File: src/rtl/codeword_loader.sv
`default_nettype none
//------------------------------------------------------------------------------
// Module      : codeword_loader
// Description : Assembles BEATS bus beats into one codeword entry and writes it
//               to the even or odd codeword RAM, one bank-select per entry,
//               until both banks hold DEPTH entries.
//               Optional protocol checking is compiled in when the macro
//               CW_LOAD_CHK_EN is defined (s_tlast checks, full-bank error).
// Revision    : 1.0 - initial release
//------------------------------------------------------------------------------
module codeword_loader #(
  parameter int ANTS  = 32,
  parameter int WIDTH = 32,
  parameter int DEPTH = 64,
  parameter int BUS_W = 64
) (
  input  logic                     i_clk,
  input  logic                     i_reset,
  input  logic                     i_start,
  input  logic [BUS_W-1:0]         s_tdata,
  input  logic                     s_tvalid,
  input  logic                     s_tlast,
  input  logic                     s_tuser,
  output logic                     s_tready,
  output logic                     o_wr_en_even,
  output logic                     o_wr_en_odd,
  output logic [$clog2(DEPTH)-1:0] o_wr_addr,
  output logic [ANTS*WIDTH-1:0]    o_wr_data,
  output logic                     o_load_done,
  output logic                     o_err
);

  localparam int ENTRY_W = ANTS * WIDTH;
  localparam int BEATS   = ENTRY_W / BUS_W;
  localparam int BCW     = (BEATS > 1) ? $clog2(BEATS) : 1;
  localparam int AW      = $clog2(DEPTH);
  localparam int CW      = AW + 1;
  localparam logic [BCW-1:0] LAST_BEAT = BCW'(BEATS - 1);
  localparam logic [CW-1:0]  FULL      = CW'(DEPTH);

  typedef enum logic [1:0] {
    IDLE    = 2'd0,
    COLLECT = 2'd1,
    WRITE   = 2'd2,
    DONE    = 2'd3
  } state_t;

  state_t               state_q, state_d;
  logic [BCW-1:0]       beat_q, beat_d;
  logic                 bank_q, bank_d;
  logic [ENTRY_W-1:0]   buf_q, buf_d;
  logic [CW-1:0]        cnt_even_q, cnt_even_d;
  logic [CW-1:0]        cnt_odd_q, cnt_odd_d;
  logic                 pend_q, pend_d;
  logic [AW-1:0]        addr_q, addr_d;
  logic [ENTRY_W-1:0]   data_q, data_d;
  logic                 done_q, done_d;

  logic                 hs_w;
  logic                 last_w;
  logic                 bank_w;
  logic                 full_w;
  logic                 early_w;
  logic                 strobe_w;
  logic [ENTRY_W-1:0]   entry_w;

  assign hs_w   = s_tvalid && (state_q == COLLECT);
  assign last_w = (beat_q == LAST_BEAT);
  // Bank select is only meaningful on beat 0; later beats reuse the latched copy.
  assign bank_w = (beat_q == '0) ? s_tuser : bank_q;
  assign full_w = bank_w ? (cnt_odd_q == FULL) : (cnt_even_q == FULL);
  // A start or reset in the WRITE cycle suppresses the strobe of that entry.
  assign strobe_w = (state_q == WRITE) && pend_q && !i_start && !i_reset;

`ifdef CW_LOAD_CHK_EN
  logic err_q, err_d;
  assign early_w = s_tlast && !last_w;
  assign o_err   = err_q;
`else
  logic unused_tlast;
  assign unused_tlast = s_tlast;
  assign early_w      = 1'b0;
  assign o_err        = 1'b0;
`endif

  // Merge the incoming beat into the partially assembled entry (antenna 0 in LSBs).
  always_comb begin
    entry_w = buf_q;
    entry_w[int'(beat_q) * BUS_W +: BUS_W] = s_tdata;
  end

  // Next-state and datapath: collect beats, issue one write per entry, track fill.
  always_comb begin
    state_d    = state_q;
    beat_d     = beat_q;
    bank_d     = bank_q;
    buf_d      = buf_q;
    cnt_even_d = cnt_even_q;
    cnt_odd_d  = cnt_odd_q;
    pend_d     = pend_q;
    addr_d     = addr_q;
    data_d     = data_q;
    done_d     = done_q;
`ifdef CW_LOAD_CHK_EN
    err_d      = err_q;
`endif

    case (state_q)
      IDLE: begin
      end
      COLLECT: begin
        if (hs_w) begin
          buf_d  = entry_w;
          bank_d = bank_w;
          if (early_w) begin
            // Short entry: drop what was collected and restart at beat 0.
            beat_d = '0;
`ifdef CW_LOAD_CHK_EN
            err_d  = 1'b1;
`endif
          end else if (last_w) begin
            beat_d  = '0;
            state_d = WRITE;
            pend_d  = !full_w;
            // Address/data only change for entries that will really be written.
            if (!full_w) begin
              addr_d = bank_w ? cnt_odd_q[AW-1:0] : cnt_even_q[AW-1:0];
              data_d = entry_w;
            end
`ifdef CW_LOAD_CHK_EN
            if (full_w || !s_tlast) begin
              err_d = 1'b1;
            end
`endif
          end else begin
            beat_d = beat_q + BCW'(1);
          end
        end
      end
      WRITE: begin
        pend_d = 1'b0;
        if (strobe_w) begin
          if (bank_q) begin
            cnt_odd_d = cnt_odd_q + CW'(1);
          end else begin
            cnt_even_d = cnt_even_q + CW'(1);
          end
        end
        if ((cnt_even_d < FULL) || (cnt_odd_d < FULL)) begin
          state_d = COLLECT;
        end else begin
          state_d = DONE;
          done_d  = 1'b1;
        end
      end
      DONE: begin
      end
      default: begin
        state_d = IDLE;
      end
    endcase

    // Start (re)begins a full load from any state, discarding partial work.
    if (i_start) begin
      state_d    = COLLECT;
      beat_d     = '0;
      buf_d      = '0;
      cnt_even_d = '0;
      cnt_odd_d  = '0;
      pend_d     = 1'b0;
      done_d     = 1'b0;
`ifdef CW_LOAD_CHK_EN
      err_d      = 1'b0;
`endif
    end
  end

  // State and datapath registers; reset has priority over everything.
  always_ff @(posedge i_clk) begin
    if (i_reset) begin
      state_q    <= IDLE;
      beat_q     <= '0;
      bank_q     <= 1'b0;
      buf_q      <= '0;
      cnt_even_q <= '0;
      cnt_odd_q  <= '0;
      pend_q     <= 1'b0;
      addr_q     <= '0;
      data_q     <= '0;
      done_q     <= 1'b0;
`ifdef CW_LOAD_CHK_EN
      err_q      <= 1'b0;
`endif
    end else begin
      state_q    <= state_d;
      beat_q     <= beat_d;
      bank_q     <= bank_d;
      buf_q      <= buf_d;
      cnt_even_q <= cnt_even_d;
      cnt_odd_q  <= cnt_odd_d;
      pend_q     <= pend_d;
      addr_q     <= addr_d;
      data_q     <= data_d;
      done_q     <= done_d;
`ifdef CW_LOAD_CHK_EN
      err_q      <= err_d;
`endif
    end
  end

  assign s_tready     = (state_q == COLLECT);
  assign o_wr_en_even = strobe_w && !bank_q;
  assign o_wr_en_odd  = strobe_w && bank_q;
  assign o_wr_addr    = addr_q;
  assign o_wr_data    = data_q;
  assign o_load_done  = done_q;

endmodule
`default_nettype wire

File: config.mk
export PLATFORM = sky130hd
export DESIGN_NAME = codeword_loader
export DESIGN_NICKNAME = d
export VERILOG_FILES = /design/src/rtl/codeword_loader.sv
export SDC_FILE = /design/constraint.sdc
export NUM_CORES = 2
export LEC_CHECK = 0
export BUFFER_PORTS_ARGS = -buffer_cell sky130_fd_sc_hd__buf_2
export CORE_AREA = 5 5 422 424
export CTS_BUF_LIST = sky130_fd_sc_hd__clkbuf_4 sky130_fd_sc_hd__clkbuf_8
export CTS_CLUSTER_SIZE = 14
export DETAILED_ROUTE_END_ITERATION = 8
export DIE_AREA = 0 0 427 429
export MAX_ROUTING_LAYER = met4
export PLACE_DENSITY = 0.67
export SLEW_MARGIN = 0
export SYNTH_ARGS = -nofsm -noshare
export SYNTH_HDL_FRONTEND = slang
export SYNTH_SLANG_ARGS = --single-unit
File: constraint.sdc
create_clock -name i_clk -period 3.5 [get_ports i_clk]
set_input_delay 0.7 -clock i_clk [delete_from_list [all_inputs] [get_ports i_clk]]
set_output_delay 0.7 -clock i_clk [all_outputs]
set_load 0.05 [all_outputs]
==> impl_metrics.py <==
metrics = {
    "timing": {
        "max_freq_mhz": 303,
        "slew_headroom": 0.0301,
        "final.period_utilization": 0.942,
        "rsz0062_at_grt": "false",
        "timing.final.hold_violations": 0,
        "setup_viol": 0,
        "timing.final.crit_period_ns": 3.30,
        "slew_violations": 0,
        "worstMarginPinSlew_ns": 1.45,
        "finalClockSkew_ns": 0.0910,
    },
    "global_routing": {
        "grt_max_degree": 222,
        "grt_pass1_vias": 73800,
        "grt.total_usage": 0.370,
        "grt_pass1_wl_um": 498000,
        "grt_overflow": 0,
        "antenna_found_initial": 36,
        "met2_usage": 0.519,
        "gr-max-usage-layer": "met2",
        "use_met1": 0.460,
        "grt_util_met3": 0.0843,
    },
    "logic_synthesis": {
        "yosysTopAreaCell": "dfxtp_1",
        "synth-simple-area-share": 0.226,
        "ys_ff_latch": 2077,
        "avgSynthCellArea_um2": 7.62,
        "yosys_warnings": 0,
        "synthArstFlopShare": 0,
        "ys_seq_area_frac": 0.502,
        "synthTopCellsByArea": "dfxtp_1 (50%), nor2_1 (12%), a21oi_1 (11%)",
        "synth_mux_area_frac": 0.00139,
        "netlist-cell-type-count": 45,
        "synthXorXnorAreaFrac": 0.00159,
        "synth-main-ff-cell": "dfxtp_1",
        "syn_area_um2": 82800,
        "syn_inst": 10900,
        "synth_adder_area_share": 0.00106,
        "synth_edf_count": 0,
        "synth_top_area_frac": 0.502,
        "synth_compound_area_frac": 0.213,
        "synth_nets": 10900,
        "synth_top_family_by_area": "simple AND/OR/NAND/NOR gates",
    },
    "power": {
        "power_density_nw_per_um2": 492,
        "peakVddDrop_mv": 0.405,
        "leakage_uw": 0.0327,
        "p_total_uw": 48200,
    },
    "place": {
        "place_area_um2": 90500,
        "routabilityCongestion": 0.917,
        "dp_hpwl_um": 228000,
        "port_buffers": 1102,
    },
    "min_path": {
        "min_path_type": "in2reg",
        "hold_start": "s_tdata[53]",
    },
    "route": {
        "drtAntennaViolNets": 0,
        "drt_pre_antenna_iters": 7,
        "wire_per_inst_um": 24.7,
        "num_vias": 83400,
        "drtIter0Drc": 10800,
        "drc_errors": 0,
        "routed_wl_um": 348000,
        "via_per_inst": 5.93,
    },
    "clock_tree": {
        "htreeDepth": 5,
        "clk_latency_ns": 1.13,
        "cts_buffer_depth": 4,
        "clkTransAtPathRegs_ns": 0.06,
        "tritoncts": "built",
        "cts-root-buf": "clkbuf_8",
        "cts.sinks": 2077,
        "cts_buffers": 356,
    },
    "critical_path": {
        "crit_start": "state_q[1]$_SDFFE_PP0P_",
        "cp_cell_sequence": "ha_1 > nand3_1 > nor2_2 > buf_2",
        "critPathMaxFanout": 5,
        "start_kind": "flip-flop",
        "crit_path_end_kind": "output pin",
        "cpMaxStageDelayCell": "dfxtp_1",
        "cpPeakStageDelay_ns": 0.37,
        "r2r_start": "beat_q[1]$_SDFFE_PP0P_",
        "cp.arrival_ns": 2.60,
        "path_class": "reg2out",
        "required_ns": 2.80,
    },
    "cells_and_area": {
        "final_layout_size_suffix_gt1_frac": 0.175,
        "final_nets": 11500,
        "layout_common_cells": "nor2_1 (2686), dfxtp_1 (2076), a21oi_1 (1899)",
        "final_common_cell": "nor2_1",
        "area_growth_pct": 18.3,
        "postLayoutCellArea_um2": 98000,
    },
    "job": {
        "cap_violations": 0,
    },
    "floorplanning": {
        "io_pins": 1105,
        "dieArea_um2": 183000,
        "core_region_area_um2": 173000,
        "start_util": 0.477,
        "die_w_um": 427,
        "die_y_um": 429,
        "std_cell_rows": 153,
    },
    "run_status": {
        "status": "completed",
    },
}
final timing paths:
path,to,slack [ns],cells after the start
min,buf_q[501]$_SDFFE_PP0P_,0.10,3
max,o_wr_en_odd,0.20,4
max reg2reg,o_wr_data[145]$_SDFFE_PP0P_,0.26,6
min reg2reg,o_wr_data[23]$_SDFFE_PP0P_,0.44,2
registers in the layout, summed over array words and instances, names as in the netlist:
register     count
buf_q         1024
o_wr_data     1024
cnt_even_q       7
cnt_odd_q        7
o_wr_addr        6
beat_q           4
state_q          2
bank_q           1
o_load_done      1
pend_q           1
critical path: cells and delay by family, from the launching register on:
kind / cells / cell delay (ns)
and+or+nand+nor: 2 / 0.51
DFF: 1 / 0.37
buffers and inverters: 1 / 0.37
adders and majority gates: 1 / 0.28
cell usage after synthesis (3+ instances only):
library cell     n
dfxtp_1       2077
nor3_2           4
nand4_1         15
nor2_1        2694
a311oi_1       155
a211oi_1       876
mux2i_1          7
o32ai_1          3
o2111ai_1        9
clkbuf_1       923
nor3_1          10
nand3_1        943
inv_1            9
xnor2_1          9
nor2b_1          4
xor2_1           6
buf_1          160
or3_1            3
a21oi_1       1899
or2_2            4
nand2b_1         3
and3_1           4
and2_1           3
or4_1            3
o21ai_0          4
ha_1             7
nand2_1        929
buf_2           84
through the flow:
step / cells / setup WS (ns) / hold WS (ns) / setup TNS (ns) / utilization
after floorplan: 10900 / -0.0700 / 0.437 / -4.20 / -
after global placement: 13400 / 0.468 / 0.441 / 0 / 0.522
after detailed placement: 13400 / 0.370 / 0.447 / 0 / 0.522
after CTS: 14000 / 0.00680 / 0.00710 / 0 / 0.564
after global routing: 14000 / 0.0802 / 0.0537 / 0 / 0.565
final: 14100 / 0.202 / 0.104 / 0 / 0.565
where the power goes:
group | switching (uW) | internal [uW] | total (uW)
logic | 1430 | 264 | 1690
registers | 11.8 | 23700 | 23700
clock network | 10000 | 12800 | 22800
cell type report:
cell class	count	area (um2)
fillers	16100	75500
flip-flops and latches	2077	41600
multi-input cells	7613	37000
repair buffers	1396	9030
clock buffers	567	7030
well taps	2325	2910
clock inverters	34	250
diodes	36	90.1
inverters	10	37.5
what timing repair did:
action | CTS | global route
hold buffers | 9 | 0
setup buffers | 0 | 0
setup endpoints to repair | 0 | 1
hold endpoints to repair | 32 | 0
resized for setup | 0 | 1
logic make-up after synthesis:
kind of cell | Yosys count
AO/OA/AOI/OAI | 2952
XOR/XNOR | 15
adder cells (fa/ha/maj) | 7
buffers and inverters | 1178
flip-flops | 2077
multiplexers | 9
other | 1
AND/OR/NAND/NOR | 4629
per-layer routing:
| metal | up-vias | part of all wire |
|---|---|---|
| met5 | - | 0 |
| met4 | 0 | 0.094 |
| met3 | 1073 | 0.11 |
| met2 | 4572 | 0.42 |
| met1 | 39200 | 0.38 |
| li1 | 38500 | - |
Note: power is estimated with default switching activity, not from simulation.
